--- config.mk ---
export PLATFORM = sky130hd
export DESIGN_NAME = um_cfg_ctrl
export DESIGN_NICKNAME = d
export VERILOG_FILES = /design/src/rtl/um_cfg_ctrl.sv
export SDC_FILE = /design/constraint.sdc
export NUM_CORES = 1
export LEC_CHECK = 0
export BUFFER_PORTS_ARGS = -buffer_cell sky130_fd_sc_hd__buf_2
export CELL_PAD_IN_SITES_DETAIL_PLACEMENT = 0
export CELL_PAD_IN_SITES_GLOBAL_PLACEMENT = 2
export CORE_AREA = 4 4 163 283
export CTS_CLUSTER_DIAMETER = 50
export CTS_CLUSTER_SIZE = 25
export DETAILED_ROUTE_END_ITERATION = 6
export DIE_AREA = 0 0 167 287
export HOLD_SLACK_MARGIN = 0.05
export MAX_ROUTING_LAYER = met4
export PLACE_DENSITY_LB_ADDON = 0.1
export SLEW_MARGIN = 20
export SYNTH_ARGS = -nofsm -noshare
export SYNTH_HDL_FRONTEND = slang
export SYNTH_SLANG_ARGS = --single-unit
--- constraint.sdc ---
create_clock -name clk -period 3.2 [get_ports clk]
set_input_delay 0.48 -clock clk [delete_from_list [all_inputs] [get_ports clk]]
set_output_delay 0.48 -clock clk [all_outputs]
set_load 0.1 [all_outputs]
--- src/rtl/um_cfg_ctrl.sv ---
// um_cfg_ctrl: single-flit command endpoint for the configuration/statistics
// register window. Accepts write/read commands, updates the config registers
// and returns read/error response flits with back-pressure from the sink.
module um_cfg_ctrl #(
  parameter logic [31:0] BASE_ADDR = 32'h7000_0000
) (
  input  logic         clk,
  input  logic         rst_n,
  input  logic [133:0] dma2um_data,
  input  logic         dma2um_data_wr,
  output logic         um2dma_ready,
  output logic [133:0] um2dma_data,
  output logic         um2dma_data_wr,
  input  logic         dma2um_ready,
  output logic [7:0]   cfg_protocol_type,
  output logic         cfg_stat_reset,
  output logic [31:0]  cfg_n_rtt,
  input  logic [63:0]  stat_bit_cnt,
  input  logic [63:0]  stat_pkt_cnt,
  input  logic [63:0]  stat_time_cnt
);

  localparam logic [5:0] HDR_CMD = 6'b010000;
  localparam logic [7:0] OP_WR   = 8'hA0;
  localparam logic [7:0] OP_RD   = 8'hB0;
  localparam logic [7:0] OP_RSP  = 8'hC0;
  localparam logic [7:0] OP_ERR  = 8'hE0;
  localparam logic [31:0] WIN_SIZE = 32'h0000_0014;

  typedef enum logic [1:0] {
    ST_IDLE = 2'd0,
    ST_EXEC = 2'd1,
    ST_RESP = 2'd2
  } state_t;

  // Saturating increment used by the drop counter.
  function automatic logic [15:0] sat_inc16(input logic [15:0] v);
    if (v == 16'hFFFF) begin
      sat_inc16 = v;
    end else begin
      sat_inc16 = v + 16'd1;
    end
  endfunction

  state_t        state_q, state_d;
  logic          ready_q, ready_d;
  // Latched command: opcode, tag, address and the low data word (the only
  // data bits any register consumes).
  logic [95:0]   cmd_q, cmd_d;
  logic [133:0]  resp_q, resp_d;
  logic [7:0]    ptype_q, ptype_d;
  logic [31:0]   rtt_q, rtt_d;
  logic          stat_rst_q, stat_rst_d;
  logic [15:0]   drop_q, drop_d;

  logic [7:0]    cmd_op_s;
  logic [23:0]   cmd_tag_s;
  logic [31:0]   cmd_addr_s;
  logic [31:0]   cmd_data_s;
  logic [31:0]   offset_s;
  logic          in_win_s;
  logic          is_wr_s;
  logic          is_rd_s;
  logic          wr_ok_s;
  logic          rd_ok_s;
  logic [63:0]   rd_val_s;
  logic          unused_ok_s;

  assign cmd_op_s   = cmd_q[95:88];
  assign cmd_tag_s  = cmd_q[87:64];
  assign cmd_addr_s = cmd_q[63:32];
  assign cmd_data_s = cmd_q[31:0];

  // Offset wraps to a large value for addresses below the base, so a single
  // unsigned compare covers both window edges.
  assign offset_s = cmd_addr_s - BASE_ADDR;
  assign in_win_s = (offset_s < WIN_SIZE);
  assign is_wr_s  = (cmd_op_s == OP_WR);
  assign is_rd_s  = (cmd_op_s == OP_RD);

  // Upper command data bits carry no register content.
  assign unused_ok_s = ^dma2um_data[63:32];

  // Classify the latched command and select the read source for its offset.
  always_comb begin
    wr_ok_s  = 1'b0;
    rd_ok_s  = 1'b0;
    rd_val_s = 64'd0;
    if (in_win_s) begin
      case (offset_s[4:0])
        5'h00: begin
          wr_ok_s  = is_wr_s;
          rd_ok_s  = is_rd_s;
          rd_val_s = {56'd0, ptype_q};
        end
        5'h01: begin
          wr_ok_s  = is_wr_s;
          rd_ok_s  = 1'b0;
          rd_val_s = 64'd0;
        end
        5'h02: begin
          wr_ok_s  = is_wr_s;
          rd_ok_s  = is_rd_s;
          rd_val_s = {32'd0, rtt_q};
        end
        5'h10: begin
          wr_ok_s  = 1'b0;
          rd_ok_s  = is_rd_s;
          rd_val_s = stat_bit_cnt;
        end
        5'h11: begin
          wr_ok_s  = 1'b0;
          rd_ok_s  = is_rd_s;
          rd_val_s = stat_pkt_cnt;
        end
        5'h12: begin
          wr_ok_s  = 1'b0;
          rd_ok_s  = is_rd_s;
          rd_val_s = stat_time_cnt;
        end
        5'h13: begin
          wr_ok_s  = 1'b0;
          rd_ok_s  = is_rd_s;
          rd_val_s = {48'd0, drop_q};
        end
        default: begin
          wr_ok_s  = 1'b0;
          rd_ok_s  = 1'b0;
          rd_val_s = 64'd0;
        end
      endcase
    end else begin
      wr_ok_s  = 1'b0;
      rd_ok_s  = 1'b0;
      rd_val_s = 64'd0;
    end
  end

  // Next-state logic: accept/drop in IDLE, execute in EXEC, hand off in RESP.
  always_comb begin
    state_d    = state_q;
    ready_d    = 1'b0;
    cmd_d      = cmd_q;
    resp_d     = resp_q;
    ptype_d    = ptype_q;
    rtt_d      = rtt_q;
    stat_rst_d = 1'b0;
    drop_d     = drop_q;
    case (state_q)
      ST_IDLE: begin
        if (dma2um_data_wr && ready_q) begin
          if (dma2um_data[133:128] == HDR_CMD) begin
            cmd_d   = {dma2um_data[127:64], dma2um_data[31:0]};
            state_d = ST_EXEC;
          end else begin
            drop_d  = sat_inc16(drop_q);
            state_d = ST_IDLE;
          end
        end else begin
          state_d = ST_IDLE;
        end
      end
      ST_EXEC: begin
        if (wr_ok_s) begin
          state_d = ST_IDLE;
          case (offset_s[4:0])
            5'h00:   ptype_d    = cmd_data_s[7:0];
            5'h01:   stat_rst_d = cmd_data_s[0];
            5'h02:   rtt_d      = cmd_data_s;
            default: ptype_d    = ptype_q;
          endcase
        end else if (rd_ok_s) begin
          resp_d  = {HDR_CMD, OP_RSP, cmd_tag_s, cmd_addr_s, rd_val_s};
          state_d = ST_RESP;
        end else begin
          resp_d  = {HDR_CMD, OP_ERR, cmd_tag_s, cmd_addr_s, 64'd0};
          state_d = ST_RESP;
        end
      end
      ST_RESP: begin
        if (dma2um_ready) begin
          state_d = ST_IDLE;
        end else begin
          state_d = ST_RESP;
        end
      end
      default: begin
        state_d = ST_IDLE;
      end
    endcase
    // Ready is registered so it stays low throughout reset and rises on the
    // first edge after release.
    ready_d = (state_d == ST_IDLE);
  end

  // State and output registers with synchronous active-low reset.
  always_ff @(posedge clk) begin
    if (!rst_n) begin
      state_q    <= ST_IDLE;
      ready_q    <= 1'b0;
      cmd_q      <= 96'd0;
      resp_q     <= 134'd0;
      ptype_q    <= 8'd0;
      rtt_q      <= 32'd0;
      stat_rst_q <= 1'b0;
      drop_q     <= 16'd0;
    end else begin
      state_q    <= state_d;
      ready_q    <= ready_d;
      cmd_q      <= cmd_d;
      resp_q     <= resp_d;
      ptype_q    <= ptype_d;
      rtt_q      <= rtt_d;
      stat_rst_q <= stat_rst_d;
      drop_q     <= drop_d;
    end
  end

  assign um2dma_ready      = ready_q;
  assign um2dma_data       = resp_q;
  // The strobe marks the handshake cycle itself, so it follows the sink's
  // ready combinationally while a response is held.
  assign um2dma_data_wr    = (state_q == ST_RESP) && dma2um_ready;
  assign cfg_protocol_type = ptype_q;
  assign cfg_n_rtt         = rtt_q;
  assign cfg_stat_reset    = stat_rst_q;

endmodule

[Word level (Yosys, flattened, before mapping)]
Index checks and enable logic that the tools add are counted.
Cells by class
  reductions and logical operators: 13
  mux-type cells: 12
  equality and inequality tests: 12
  bitwise operators: 3
  order comparisons: 1
  add/subtract/negate cells: 2
Operators with widths (count)
  64-bit case mux with 6 select lines: 1
  126-bit two-way mux: 1
  64-bit two-way mux: 1
  32-bit by 5-bit less-than comparator with 1-bit output, second input constant: 1
  32-bit by 31-bit subtractor with 32-bit output, second input constant: 1
  5-bit == test, second input constant: 4
  16-bit by 1-bit adder with 16-bit output, second input constant: 1
  16-bit == test, second input constant: 1
  8-bit == test, second input constant: 2
  3-bit AND reduction: 3
  4-bit AND reduction: 2
  6-bit by 5-bit == test with 1-bit output, second input constant: 1
  2-bit two-way mux: 3
  2-bit case mux with 3 select lines: 1
  6-bit OR reduction: 1
  5-bit by 1-bit == test with 1-bit output, second input constant: 1
  5-bit by 2-bit == test with 1-bit output, second input constant: 1
  5-bit logical NOT: 1
  1-bit two-way mux: 5
  2-bit logical NOT: 2
  1-bit inverter: 3
  3-bit OR reduction: 1
  2-bit by 1-bit == test with 1-bit output, second input constant: 1
  2-bit == test, second input constant: 1
  2 further kinds: 3
Storage, ports and cells
  bits in registers: 290
  input port bits: 330
  output and inout port bits: 177

[Longest topological paths before layout]
  word-level depth: 8
  depth in mapped cells: 9

[Worst setup path after synthesis]
Ideal clock, no wire load.
  kind: reg2reg
  start point: reg ready_q, in the netlist um2dma_ready
  end point: reg cmd_q[27]
  clock period less this slack: 2.402 ns
  slack: 0.798 ns
  buffers on the path: 3
  stages on the path, launching flop included: 9
  required time: 3.129 ns
  arrival time: 2.332 ns
  cell sequence: dfxtp_1 nand2_1 nor3_1 and3_1 clkbuf_1 clkbuf_1 buf_1 nand2_1 a21oi_1
Between the ends
  word-level cells in the longest chain between the ends: 2
Ends and longest elaborated chain
  start, declared: line 46  | logic ready_q, ready_d;
  start signal, assigned: line 209  | ready_q <= ready_d;
  1-bit logical AND: line 151  | if (dma2um_data_wr && ready_q) begin
  3-bit AND reduction (no source line)
  end signal, assigned: line 210  | cmd_q <= cmd_d;
  end, declared: line 49  | logic [95:0] cmd_q, cmd_d;
Every way passes these cells.
A chain may end at the register's enable or synchronous reset.

[Final worst setup path]
  start point: reg cmd_q[43]
  end point: reg ready_q, in the netlist um2dma_ready
Between the ends
  word-level cells in the longest chain between the ends: 6
Ends and longest elaborated chain
  32-bit by 31-bit subtractor with 32-bit output: line 76  | assign offset_s = cmd_addr_s - BASE_ADDR;
  32-bit by 5-bit less-than comparator with 1-bit output: line 77  | assign in_win_s = (offset_s < WIN_SIZE);
  1-bit two-way mux: line 89  | if (in_win_s) begin
  2-bit two-way mux: line 164  | if (wr_ok_s) begin
  2-bit case mux with 3 select lines: line 149  | case (state_q)
  2-bit logical NOT: line 193  | ready_d = (state_d == ST_IDLE);
Every way passes these cells.

==> impl_metrics.ini <==
[power_and_ir_drop]
p_total_mw = 7.705
vdd_ir_drop_max_mv = 0.3731
p_per_area_nw_per_um2 = 503.9
p_leak_nw = 6.211

[placement]
hpwlAfterDp_microns = 36650
gp_congestion = 0.8833
port_buffers = 464

[yosys]
synth-async-reset-ratio = 0
synth_edf_count = 0
avgSynthCellArea_sq_um = 8.639
synth_ff_type = dfxtp_1
syn_inst = 1303
synth_cell_type_count = 51
ys_ff_latch = 278
synth_area_sq_um = 11260
ys_seq_area_frac = 0.4944
yosysWarnings = 0

[cells_and_area]
mostFrequentLayoutCells = buf_2 (463), nand2_1 (409), dfxtp_1 (278)
area_delta_synth_final_pct = 35.82
fin_nets = 2049
drive_gt1_frac = 0.3284
num-fill-cells = 4699
fin_util = 0.3473
layout_commonest_cell = buf_2

[worst_setup_path]
crit_arrival_ps = 3180
worstPathRequired_ps = 3680
path_buf_inv = 1
max_stage_delay_ps = 690
cp_top_family = simple AND/OR/NAND/NOR gates
worstPathCellList = nor4_2 > nand4_1 > or4_4 > and2_4 > buf_12 > nor4_1
cp-start-kind = register
worstSetupEndpointType = register
crit_path_top_delay_cell = or4_4
crit_fanout = 31
worstSetupPathType = reg2reg
r2r_cells = 6
cp.depth = 6

[detailed_routing]
route.vias.total = 11120
drtIter0Drc = 689
postRouteAntennaNets = 0
post_drt_via_cell_ratio = 4.786
drt-pass1-iter-count = 6
wl_per_cell_microns = 21.32
drc = 0
wirelength_microns = 49550

[clock_network]
clk_root_buffer_cell = clkbuf_16
postCtsSetupBuffers = 0
htreeDepth = 1
cts.clk_slew.worst_paths_ps = 70
cts_hold_buf = 0
clock-sinks = 278
cts_tree = done
cts-resized-gates = 0
clk_latency_ps = 570
cts_buffer_depth = 3
numCtsBuffers = 31

[sta]
rsz0062_at_grt = false
period_minus_slack_ps = 2705
clock.fmax_ghz = 0.3696
slew_viol_final = 0
fin_hold_ws_ps = 138.4
slew_headroom = 0.4495
finalSetupTns_ps = 0
fin_worst_skew_ps = 18.55
worstMarginPinSlew_ps = 812.9
min_period_over_period = 0.8454
setup_viol = 0
hold_viol_final = 0

[worst_hold_path]
hp-class = in2reg
min_path_cells = 3

[die]
die_y_microns = 287
core_region_area_sq_um = 44030
pin_count = 507
num_rows = 102
dieWidth_microns = 167
start_util = 0.2557
dieArea_sq_um = 47930

[flow_run]
maxCapViolCount = 0

[grt]
grt_max_degree = 98
grt_pass1_vias = 11060
antenna_found_initial = 14
grt_pass1_wl_microns = 71620
overflow = 0
grt_util_all_layers = 0.1993

[status]
status = completed
[cells in the mapped netlist, types with 7 or more instances]
| cell | count | area (sq um) |
|---|---|---|
| mux2_2 | 8 | 90.09 |
| nand2_1 | 409 | 1535 |
| nor4_1 | 7 | 43.79 |
| nand4_1 | 9 | 56.30 |
| a22oi_1 | 56 | 420.4 |
| clkbuf_1 | 88 | 330.3 |
| nor2_1 | 26 | 97.59 |
| and3_1 | 7 | 43.79 |
| a22o_1 | 32 | 280.3 |
| buf_4 | 12 | 90.09 |
| a21oi_1 | 135 | 675.7 |
| mux2i_1 | 66 | 660.6 |
| o2bb2ai_1 | 32 | 280.3 |
| xnor2_1 | 9 | 78.83 |
| dfxtp_1 | 278 | 5565 |
| nand3_1 | 17 | 85.08 |
| a222oi_1 | 40 | 400.4 |
| buf_2 | 12 | 60.06 |
[state kept, by name, summed over array words and instances, names as in the netlist]
name / count
um2dma_ready: 1
drop_q: 16
cmd_q: 96
cfg_stat_reset: 1
state_q: 2
um2dma_data: 122
cfg_n_rtt: 32
cfg_protocol_type: 8
[cells by family (layout without fill, tap and decap cells)]
family	Yosys count	count (layout)	synth area share
flops	278	278	0.4944
compound gates	313	313	0.1946
xor+xnor	9	9	0.007003
mux	74	74	0.06669
other cells	1	20	0.0003331
simple gates	504	504	0.1882
buf+inv	123	553	0.04768
fa+ha+maj	1	1	0.001111
[layout make-up]
type / instances / area (sq um) / share of cell area
Antenna cell: 10 / 25.02 / 0.001637
Clock buffer: 32 / 779.5 / 0.05098
Clock inverter: 25 / 322.8 / 0.02111
Inverter: 4 / 20.02 / 0.001309
Multi-Input combinational cell: 911 / 5226 / 0.3418
Sequential cell: 278 / 5565 / 0.3640
Tap cell: 572 / 715.7 / 0.04681
Timing Repair Buffer: 492 / 2635 / 0.1723
[per-layer routing]
metal	part of all wire	wire length (microns)	global-route usage
met1	0.38	18590	0.2100
met2	0.53	26100	0.3646
met3	0.068	3383	0.05050
met4	0.030	1479	0.06162
met5	0	0	-
[worst min-delay path, delay by kind of cell]
kind | cells | cell delay (ps)
AO/OA/AOI/OAI | 1 | 50
buffers and inverters | 1 | 90
AND/OR/NAND/NOR | 1 | 40
[metrics by stage]
step	cell area, sq um	std cells	worst slack [ps]
2_1_floorplan	11290	1312	797.5
3_3_place_gp	14160	2257	447.8
3_5_place_dp	14160	2257	427.5
4_1_cts	15260	2314	400.2
5_1_grt	15290	2324	251.8
6_report	15290	2324	494.6
[final timing paths]
check	startpoint	endpoint	slack (ps)
setup / recovery	cmd_q[43]$_SDFFE_PN0P_	um2dma_ready$_SDFF_PN0_	490
hold / removal	dma2um_data[77]	cmd_q[45]$_SDFFE_PN0P_	140
setup reg to reg	cmd_q[43]$_SDFFE_PN0P_	um2dma_ready$_SDFF_PN0_	490
hold reg to reg	cmd_q[9]$_SDFFE_PN0P_	cfg_n_rtt[9]$_SDFFE_PN0P_	450
[where the power goes]
| group | total, mW | switching, mW | internal, mW |
|---|---|---|---|
| logic | 0.363 | 0.214 | 0.149 |
| clock network | 3.87 | 1.71 | 2.17 |
| registers | 3.47 | 0.00468 | 3.46 |
| total | 7.70 | 1.93 | 5.78 |
No activity file was read; power rests on OpenSTA's default activity.
